==> config.mk <==
export PLATFORM = sky130hd
export DESIGN_NAME = fabric_config_loader
export DESIGN_NICKNAME = d
export VERILOG_FILES = /design/src/rtl/fabric_config_loader.sv
export SDC_FILE = /design/constraint.sdc
export NUM_CORES = 1
export LEC_CHECK = 0
export CAP_MARGIN = 10
export CORE_ASPECT_RATIO = 1.4
export CORE_MARGIN = 2
export CORE_UTILIZATION = 57
export CTS_BUF_LIST = sky130_fd_sc_hd__clkbuf_16
export DETAILED_ROUTE_END_ITERATION = 7
export GPL_ROUTABILITY_DRIVEN = 0
export PLACE_DENSITY = 0.93
export SYNTH_ARGS = -nofsm -noshare
export SYNTH_HDL_FRONTEND = slang
export SYNTH_SLANG_ARGS = --single-unit
==> constraint.sdc <==
create_clock -name clk -period 2.8 [get_ports clk]
set_input_delay 0.56 -clock clk [delete_from_list [all_inputs] [get_ports clk]]
set_output_delay 0.56 -clock clk [all_outputs]
set_load 0.01 [all_outputs]
==> src/rtl/fabric_config_loader.sv <==
// Fabric configuration loader: serialises host words into the config chain.
// Accepts ceil(CHAIN_LEN/WORD_W) words per session, shifts LSB first, then commits.
//
// Ports:
//   clk        fabric clock
//   rst        synchronous active-high reset
//   start      one-cycle session request, honoured only while idle
//   in_data    host configuration word
//   in_valid   in_data valid
//   in_ready   loader takes a word this cycle
//   cfg_cen    chain shift enable, high only while cfg_shift carries a bit
//   cfg_shift  serial bit into the first tile's shift_in
//   cfg_set    one-cycle commit to every tile's set_in
//   busy       session in progress
//   done       one-cycle session completion pulse
module fabric_config_loader #(
    parameter int WORD_W    = 32,
    parameter int CHAIN_LEN = 1024,
    parameter int CNT_W     = $clog2(CHAIN_LEN + 1)
) (
    input  logic              clk,
    input  logic              rst,
    input  logic              start,
    input  logic [WORD_W-1:0] in_data,
    input  logic              in_valid,
    output logic              in_ready,
    output logic              cfg_cen,
    output logic              cfg_shift,
    output logic              cfg_set,
    output logic              busy,
    output logic              done
);

    localparam int WB_W = $clog2(WORD_W + 1);

    typedef enum logic [2:0] {
        S_IDLE,
        S_LOAD,
        S_SHIFT,
        S_SET,
        S_DONE
    } state_t;

    state_t            state_q, state_d;
    logic [WORD_W-1:0] sreg_q, sreg_d;
    logic [CNT_W-1:0]  bit_cnt_q, bit_cnt_d, bit_inc;
    logic [WB_W-1:0]   wbit_q, wbit_d, wbit_inc;

    assign bit_inc  = bit_cnt_q + CNT_W'(1);
    assign wbit_inc = wbit_q + WB_W'(1);

    always_ff @(posedge clk) begin
        if (rst) begin
            state_q   <= S_IDLE;
            sreg_q    <= '0;
            bit_cnt_q <= '0;
            wbit_q    <= '0;
        end else begin
            state_q   <= state_d;
            sreg_q    <= sreg_d;
            bit_cnt_q <= bit_cnt_d;
            wbit_q    <= wbit_d;
        end
    end

    always_comb begin
        state_d   = state_q;
        sreg_d    = sreg_q;
        bit_cnt_d = bit_cnt_q;
        wbit_d    = wbit_q;
        unique case (state_q)
            S_IDLE: begin
                if (start) begin
                    state_d   = S_LOAD;
                    bit_cnt_d = '0;
                    wbit_d    = '0;
                end
            end
            S_LOAD: begin
                // in_ready is high throughout LOAD, so valid alone completes the handshake
                if (in_valid) begin
                    sreg_d  = in_data;
                    wbit_d  = '0;
                    state_d = S_SHIFT;
                end
            end
            S_SHIFT: begin
                sreg_d    = sreg_q >> 1;
                bit_cnt_d = bit_inc;
                wbit_d    = wbit_inc;
                // Chain end wins over word end; leftover word bits are dropped
                if (bit_inc == CNT_W'(CHAIN_LEN)) begin
                    state_d = S_SET;
                end else if (wbit_inc == WB_W'(WORD_W)) begin
                    state_d = S_LOAD;
                end
            end
            S_SET: begin
                state_d = S_DONE;
            end
            S_DONE: begin
                state_d = S_IDLE;
            end
            default: begin
                state_d = S_IDLE;
            end
        endcase
    end

    assign in_ready  = (state_q == S_LOAD);
    assign cfg_cen   = (state_q == S_SHIFT);
    assign cfg_shift = (state_q == S_SHIFT) & sreg_q[0];
    assign cfg_set   = (state_q == S_SET);
    assign busy      = (state_q != S_IDLE);
    assign done      = (state_q == S_DONE);

endmodule

==> key figures, run 1 <==
CTS
  – Total CTS buffers: 5
  – CTS tree: done
  – CTS Hold Bufs: 0
  – H-Tree Depth: 2
  – Clock Latency Late Sink: 290 ps
  – # clock sinks: 52
  – Root Buffer: clkbuf_16
  – Clock buffer depth: 2
  – Post_cts resized: 0
  – CTS clk-pin slew, worst paths: 70 ps
  – Postcts setup bufs: 0

Worst setup path
  – Worst r2r src: bit_cnt_q[0]
  – CP startpoint: state_q[0]
  – Worst EP arrival: 1940 ps
  – Crit Path Class: reg2out
  – Critical Path Sink Type: output pin
  – Worst Setup Start Kind: flop
  – Crit path required time: 2240 ps
  – Worst-path fanout max: 11

Synthesis
  – Ys async rst share: 0%
  – Post-synthesis sequential area ratio: 41.9%
  – Dominant synthesized flop cell: dfxtp_1
  – Post-Syn Nets: 341
  – Number of synthesis warnings: 0
  – Distinct cells, synth: 46
  – Synth Register Bits: 52
  – Avg Cell Area, Syn: 8.23 um2
  – EDFF count, synth: 0
  – Mapped Cells: 302
  – Post-Syn Area: 2490 um2

Layout
  – Area grow syn2layout: 19.8%
  – Layout cells sized above 1: 6.61%
  – Commonest non-fill, non-tap cell in the layout: dfxtp_1
  – Most frequent cells in the layout: dfxtp_1, clkdlybuf4s50_1, nor2_1, a21oi_1, nand2_1
  – Nets: 371
  – N_diodes: 0
  – Post-Layout Cell Count: 378

Timing
  – Max Slew Vio Count: 0
  – Min Tclk post-route: 2500 ps
  – Tcrit/Tclk final: 89.2%
  – Final Setup Violations: 0
  – Final setup TNS: 0 ps
  – Worst Tran Pin Value: 998 ps
  – Final hold violation count: 0
  – Fmax: 400 MHz
  – Worst-case hold slack: 461 ps
  – Relative slew slack: 33.2%
  – RSZ-0062 raised after global routing: no
  – Worst Skew: 5.32 ps
  – Final setup margin: 303 ps

Global routing
  – Grt ovf: 0
  – Total GRT Usage: 23.3%
  – First-pass GRT wire length: 8.89 mm
  – Largest net degree at the start of global routing: 38
  – Antenna violations before repair: 0
  – Vias in the first global route: 2,037

Hold path
  – Hold Crit Class: reg2reg
  – Hold Startpoint: sreg_q[18]

Power and ir drop
  – Power Dens Cells: 530 nW/um2
  – Peak supply drop: 0.393 mV
  – P_leak: 1.07 nW

Floorplanning
  – Die width: 59.8 um
  – Initial Util: 59.1%
  – Ports: 42
  – Die ar.: 4910 um2
  – Die Ht: 82.1 um
  – Core area: 4200 um2
  – Row cnt: 28

Outcome
  – Outcome: complete, no violations

Placed design
  – Setup WS pre-CTS: 390 ps
  – Post-DP HPWL: 3.73 mm
  – Placed insts: 370
  – PortBufs: 41

Drt
  – Drt via density: 6.23
  – ANT nets after route: 0
  – WL/cell: 14.5 um
  – Drt first pass iters: 4
  – Total routed wirelength: 5.49 mm
  – Post-route DRC: 0
  – DR vias: 2,356
  – 1st-iter DRT viols: 170

Flow run
  – Max Cap Viol: 0
synth_stat cells (all sizes together) (2+ instances only):
cell type | number | share of area (%)
clkbuf | 13 | 2.4
mux2i | 2 | 0.81
buf | 11 | 3.7
o21ai | 12 | 2.6
xor2 | 3 | 1.1
nand3 | 6 | 1.2
nor3 | 20 | 4.2
a22oi | 18 | 5.4
or3 | 4 | 1.0
o31ai | 2 | 1.0
a211oi | 2 | 0.60
or4 | 2 | 0.75
a31oi | 5 | 1.3
nor2 | 37 | 5.6
a21oi | 33 | 6.6
and4 | 2 | 0.86
dfxtp | 52 | 42
inv | 3 | 0.45
nor3b | 3 | 0.91
nand3b | 3 | 0.91
ha | 3 | 1.5
nor4 | 3 | 0.75
and3 | 4 | 1.0
nand2b | 2 | 0.50
nand2 | 26 | 3.9
nand4 | 3 | 0.75
xnor2 | 2 | 0.70
o22ai | 16 | 4.0
metal layers:
layer / up-vias / routed length, um / global-route usage [%] / share of wire, %
met3: 14 / 223 / 5.14 / 4.1
met1: 1117 / 2230 / 28.2 / 41
met5: - / 0 / 0 / 0
li1: 1160 / - / - / -
met2: 65 / 2910 / 39.1 / 53
met4: 0 / 126 / 9.78 / 2.3
cell families after synthesis:
kind of cell | Yosys count | synth area share, %
and+or+nand+nor | 119 | 23.9
AOI/OAI and AO/OA | 94 | 23.7
DFF | 52 | 41.9
buffers and inverters | 27 | 6.54
xor gates and xnor gates | 5 | 1.76
adders and majority gates | 3 | 1.51
muxes | 2 | 0.805
report_power, final:
part / internal [mW] / switching, mW
Sequential: 0.775 / 0.0246
Combinational: 0.102 / 0.105
Clock: 0.322 / 0.250
Total: 1.20 / 0.380
layout make-up:
class	count	area, um2
fillers	340	1230
inverters	3	11.3
repair buffers	47	450
well taps	45	56.3
clock inverters	3	11.3
flip-flops and latches	52	1040
clock buffers	5	125
multi-input cells	223	1280
critical path: stages (launching register included):
cell             delay (ps)
dfxtp_1                 390
nor2_1                  320
nand2_1                 140
inv_2                   210
clkdlybuf4s50_1         590
stage by stage:
step / util (%) / cell area (um2) / power [mW]
2_1_floorplan: - / 2490 / 0.938
4_1_cts: 70.8 / 2980 / 1.58
3_3_place_gp: 67.6 / 2840 / 1.01
5_1_grt: 70.8 / 2980 / 1.64
3_5_place_dp: 67.6 / 2840 / 1.02
6_report: 70.8 / 2980 / 1.58
path summary, 6_finish.rpt:
check / slack (ps) / end / cells after the start
max: 300 / cfg_cen / 4
min: 460 / sreg_q[18] / 2
max reg2reg: 640 / state_q[0] / 6
min reg2reg: 460 / sreg_q[18] / 2
registers in the layout, summed over array words and instances, names as in the netlist:
name / count
wbit_q: 6
bit_cnt_q: 11
state_q: 3
sreg_q: 32
(Power assumes the default switching activity.)
==> inputs of run 2 (changes only) <==
- ABC_CLOCK_PERIOD_IN_PS: default -> 2800
- CORE_MARGIN: 2 -> 1
==> run 2 against run 1 <==
Setup slack gained 83 ps. Non-clock buffer count grew 1. Core utilization grew 0.089 points. Wire length shrank 0.97%. Highest routed layer unchanged. Global-route usage grew 1.9 points. Hold slack lost 4.0 ps. Critical path type unchanged. The run now ends with design-rule violations left. First-iteration DRC count shrank 19%. Via count shrank 2.8%. Largest cell class unchanged. Sequential share of layout area is essentially flat. Final cell count is the same. Critical path depth is the same. Clock skew is essentially flat.
==> key figures, run 2 (synthesis results as in run 1) <==
Hold path
  – Hold Path Depth: 2 (unchanged)
  – Hold Path End: sreg_q[30]
  – Hold Startpoint: sreg_q[30]
  – Hold Crit Class: reg2reg

Power and ir drop
  – Power Dens Cells: 528 nW/um2 (-0.35%)
  – P_leak: 1.07 nW (-0.40%)
  – Peak supply drop: 0.336 mV (-15%)
  – Pwr Total: 1.58 mW (-0.22%)

CTS
  – Postcts setup bufs: 0 (unchanged)
  – CTS tree: done
  – # clock sinks: 52 (unchanged)
  – Clock Latency Late Sink: 290 ps (about the same)
  – Root Buffer: clkbuf_16
  – CTS clk-pin slew, worst paths: 60 ps (about the same)
  – Total CTS buffers: 5 (unchanged)
  – Post_cts resized: 0 (unchanged)
  – CTS Hold Bufs: 0 (unchanged)
  – H-Tree Depth: 2 (unchanged)
  – Clock buffer depth: 2 (unchanged)

Layout
  – Most frequent cells in the layout: dfxtp_1, clkdlybuf4s50_1, nor2_1, a21oi_1, nand2_1
  – Biggest regs: sreg_q x32, bit_cnt_q x11, wbit_q x6
  – Filler cell count: 322 (-5.3%)
  – Area grow syn2layout: 19.9%
  – Post-Layout Cell Count: 378 (unchanged)
  – N_diodes: 0 (unchanged)
  – Layout cells sized above 1: 6.91% (+0.30 points)
  – Cell area after layout: 2980 um2 (+0.13%)
  – Commonest non-fill, non-tap cell in the layout: dfxtp_1
  – Number of flip-flops in the largest register: 32 (unchanged)
  – Post-layout util: 70.9% (+0.089 points)
  – Nets: 372 (+0.27%)
  – Top reg by flops: sreg_q

Worst setup path
  – Crit Path Class: reg2out
  – Worst-path fanout max: 10 (-1)
  – Reg2reg setup slack: 450 ps (-190 ps)
  – Reg-to-Reg End: sreg_q[22]
  – Worst Setup Start Kind: flop
  – Worst r2r src: state_q[2]
  – Crit path required time: 2240 ps (about the same)
  – CP startpoint: state_q[0]
  – Critical Path Sink Type: output pin
  – R2R cell count: 7 (+1)
  – Worst EP arrival: 1850 ps (-90 ps)

Timing
  – Final setup TNS: 0 ps (unchanged)
  – Final setup margin: 386 ps (+82.9 ps)
  – RSZ-0062 raised after global routing: no
  – Worst Skew: 5.08 ps (-0.232 ps)
  – Relative slew slack: 31.5% (-1.7 points)
  – Tcrit/Tclk final: 86.2% (-3.0 points)
  – Final Setup Violations: 0 (unchanged)
  – Worst-case hold slack: 457 ps (-4.03 ps)
  – Final hold violation count: 0 (unchanged)
  – Min Tclk post-route: 2410 ps (-82.9 ps)
  – Worst Tran Pin Value: 1020 ps (+25.4 ps)
  – Fmax: 414 MHz (+3.4%)
  – Max Slew Vio Count: 0 (unchanged)

Floorplanning
  – Row cnt: 28 (unchanged)
  – Ports: 42 (unchanged)
  – Die Ht: 80.1 um (-2.4%)
  – Core area: 4200 um2 (unchanged)
  – Initial Util: 59.1% (unchanged)
  – Die width: 57.8 um (-3.3%)
  – Die ar.: 4630 um2 (-5.7%)

Placed design
  – Post-DP HPWL: 3.63 mm (-2.6%)
  – Placed Instance Area: 2850 um2 (+0.26%)
  – Placed insts: 371 (+0.27%)
  – PortBufs: 41 (unchanged)
  – Setup WS pre-CTS: 428 ps (+38.9 ps)

Global routing
  – First-pass GRT wire length: 9.05 mm (+1.7%)
  – Vias in the first global route: 2,070 (+1.6%)
  – Total GRT Usage: 25.2% (+1.9 points)
  – Grt ovf: 0 (unchanged)
  – Antenna violations before repair: 0 (unchanged)
  – Largest net degree at the start of global routing: 38 (unchanged)

Outcome
  – Outcome: complete, but fails checks
  – Failing checks: design-rule violations

Drt
  – ANT nets after route: 0 (unchanged)
  – WL/cell: 14.4 um (-0.97%)
  – Total routed wirelength: 5.44 mm (-0.97%)
  – Post-route DRC: 1 (+1)
  – 1st-iter DRT viols: 138 (-19%)
  – Drt via density: 6.06 (-2.8%)
  – Drt first pass iters: 7 (+3)
  – DR vias: 2,290 (-2.8%)

Flow run
  – Max Cap Viol: 0 (unchanged)
[run 2: cell count changes in the layout (fill, tap and decap cells not counted)]
cell / change
inv_1: -2
buf_4: +1
clkinv_1: +1
[run 2: worst max-delay path, stage by stage (launching register included)]
cell and delay [ps]:
dfxtp_1 400, nor2_1 300, nand2_1 130, inv_2 170, clkdlybuf4s50_1 560
[run 2: worst max path at each step]
stage	end
after CTS	cfg_cen
after floorplan	state_q[0]
after global placement	sreg_q[31]
after global routing	sreg_q[21]
after detailed placement	sreg_q[22]
final	cfg_cen
[run 2: layout make-up]
cell class / instances / area, um2 / share of cell area [%]
Tap cell: 45 / 56.3 / 1.89
Inverter: 3 / 11.3 / 0.378
Multi-Input combinational cell: 223 / 1280 / 43.0
Clock buffer: 5 / 125 / 4.20
Timing Repair Buffer: 48 / 458 / 15.4
Sequential cell: 52 / 1040 / 34.9
Clock inverter: 2 / 7.51 / 0.252
[run 2: power breakdown]
part / internal [mW] / switching [mW]
logic: 0.103 / 0.105
clock network: 0.320 / 0.247
registers: 0.775 / 0.0257
total: 1.20 / 0.377
[run 2: per-layer routing]
metal / share of wire, % / GRT usage, % / up-vias
li1: - / - / 1161
met1: 42 / 28.3 / 1067
met2: 53 / 44.9 / 53
met3: 3.2 / 5.48 / 9
met4: 1.9 / 10.7 / 0
met5: 0 / 0 / -
==> inputs of run 3 (changes only) <==
- CORE_UTILIZATION: 57 -> 35
- PLACE_DENSITY: 0.93 -> 0.65
==> run 3 against run 2 <==
The flow now finishes without violations. Non-clock buffer count unchanged. Critical endpoint unchanged. Sequential share of layout area down 0.80 points. Critical path depth down 1. Largest cell class unchanged. Global-route usage down 9.9 points.
==> key figures, run 3 (synthesis results as in run 1) <==
Outcome
  – Outcome: complete, no violations

Power and ir drop
  – Part of the power in combinational logic: 13.0% (-0.2 points)
  – Clock Power Share: 36.9% (+0.9 points)
  – Power Dens Cells: 522 nW/um2 (-1.1%)
  – P_leak: 1.07 nW (+0.33%)
  – Peak supply drop: 0.275 mV (-18%)
  – Sw Share: 24.5% (+0.55 points)
  – Switching Power: 0.390 mW (+3.5%)
  – Flop pwr share: 50.1% (-0.7 points)
  – Int Pwr: 1.20 mW (+0.46%)

Timing
  – Worst Tran Pin Value: 1110 ps (+90.1 ps)
  – Relative slew slack: 25.5% (-6.0 points)
  – Min Tclk post-route: 2400 ps (-17.2 ps)
  – Final setup TNS: 0 ps (unchanged)
  – RSZ-0062 raised after global routing: no
  – Final hold violation count: 0 (unchanged)
  – Worst Skew: 8.38 ps (+3.29 ps)
  – Fmax: 417 MHz (+0.72%)
  – Max Slew Vio Count: 0 (unchanged)
  – Final Setup Violations: 0 (unchanged)
  – Tcrit/Tclk final: 85.6% (-0.61 points)

CTS
  – H-Tree Depth: 2 (unchanged)
  – Clock Latency Late Sink: 290 ps (about the same)
  – CTS clk-pin slew, worst paths: 70 ps (about the same)
  – Post_cts resized: 0 (unchanged)
  – Postcts setup bufs: 0 (unchanged)
  – CTS Hold Bufs: 0 (unchanged)
  – Total CTS buffers: 5 (unchanged)
  – Clock buffer depth: 2 (unchanged)
  – CTS tree: done
  – Root Buffer: clkbuf_16
  – # clock sinks: 52 (unchanged)

Floorplanning
  – Row cnt: 36 (+29%)
  – Die width: 73.2 um (+27%)
  – Die Ht: 102 um (+27%)
  – Core area: 6940 um2 (+65%)
  – Die ar.: 7450 um2 (+61%)
  – Initial Util: 35.8% (-23 points)
  – Ports: 42 (unchanged)

Worst setup path
  – Critical Path Sink Type: output pin
  – Worst EP arrival: 1840 ps (about the same)
  – Worst r2r src: bit_cnt_q[0]
  – Worst Setup Start Kind: flop
  – Worst-path fanout max: 14 (+4)
  – R2R cell count: 6 (-1)
  – Crit Path Class: reg2out
  – Reg-to-Reg End: state_q[1]
  – Reg2reg setup slack: 680 ps (+230 ps)
  – Crit path required time: 2240 ps (about the same)

Global routing
  – GRT busiest layer: met2
  – Grt met1 use: 17.2% (-11 points)
  – Grt ovf: 0 (unchanged)
  – Met3 GRT Util: 2.59% (-2.9 points)
  – Vias in the first global route: 2,064 (-0.29%)
  – Largest net degree at the start of global routing: 38 (unchanged)
  – Met2 GRT Util: 28.3% (-17 points)
  – Total GRT Usage: 15.3% (-9.9 points)
  – First-pass GRT wire length: 9.00 mm (-0.53%)
  – Antenna violations before repair: 0 (unchanged)

Layout
  – Commonest non-fill, non-tap cell in the layout: dfxtp_1
  – Number of flip-flops in the largest register: 32 (unchanged)
  – Most frequent cells in the layout: dfxtp_1, clkdlybuf4s50_1, nor2_1, a21oi_1, nand2_1
  – Post-Layout Cell Count: 429 (+13%)
  – Nets: 372 (unchanged)
  – Area grow syn2layout: 22.7%
  – Biggest regs: sreg_q x32, bit_cnt_q x11, wbit_q x6
  – N_diodes: 0 (unchanged)
  – Top reg by flops: sreg_q
  – Layout cells sized above 1: 7.19% (+0.28 points)

Drt
  – Post-route DRC: 0 (-1)
  – Drt first pass iters: 5 (-2)
  – 1st-iter DRT viols: 83 (-40%)
  – WL/cell: 12.6 um (-12%)
  – Total routed wirelength: 5.41 mm (-0.40%)
  – DR vias: 2,305 (+0.66%)
  – Drt via density: 5.37 (-11%)
  – ANT nets after route: 0 (unchanged)

Hold path
  – Hold Startpoint: sreg_q[30]
  – Hold Crit Class: reg2reg
  – Hold Path Depth: 2 (unchanged)
  – Hold Path End: sreg_q[30]

Flow run
  – Max Cap Viol: 0 (unchanged)

Placed design
  – Post-DP HPWL: 3.59 mm (-1.1%)
  – Placed insts: 421 (+13%)
  – PortBufs: 41 (unchanged)
## run 3: cell count changes in the layout (fill, tap and decap cells not counted)
cell | before | now
inv_1 | 2 | 3
clkinvlp_4 | 0 | 1
clkinv_1 | 2 | 1
## run 3: routing by layer
metal,up-vias,wire length [um]
met5,-,0
met4,0,60
met3,6,161
met2,42,2780
met1,1092,2420
li1,1165,-
## run 3: power by group through the flow
stage                     sequential, mW  clock (mW)  combinational (mW)
after floorplan                    0.806           0               0.132
after global placement             0.814           0               0.208
after detailed placement           0.815           0               0.209
after CTS                          0.798       0.604               0.210
after global routing               0.803       0.631               0.231
final                              0.798       0.588               0.208
## run 3: cell type report
class	instances	area (um2)
Multi-Input combinational cell	223	1280
Tap cell	95	119
Timing Repair Buffer	48	458
Sequential cell	52	1040
Inverter	3	11.3
Clock buffer	5	125
Fill cell	724	3880
Clock inverter	3	15.0
## run 3: worst max path at each step
stage | end | startpoint
floorplan | state_q[0] | bit_cnt_q[0]
global placement | sreg_q[26] | in_valid
detailed placement | sreg_q[18] | in_valid
CTS | cfg_cen | state_q[1]
global route | cfg_cen | state_q[1]
finish | cfg_cen | state_q[1]
## run 3: critical path, stage by stage, from the launching register on
cell and delay [ps]:
dfxtp_1 600, nand2_1 150, inv_2 210, clkdlybuf4s50_1 580
## run 3: through the flow
step                      power, mW  cell area, um2  setup WS [ps]  hold WS (ps)  util (%)
after floorplan               0.938            2490            966           436         -
final                          1.59            3050            403           458      44.0
after global routing           1.67            3050            251           473      44.0
after detailed placement       1.02            2910            384           447      42.0
after CTS                      1.61            3050            406           456      44.0
after global placement         1.02            2910            408           445      42.0
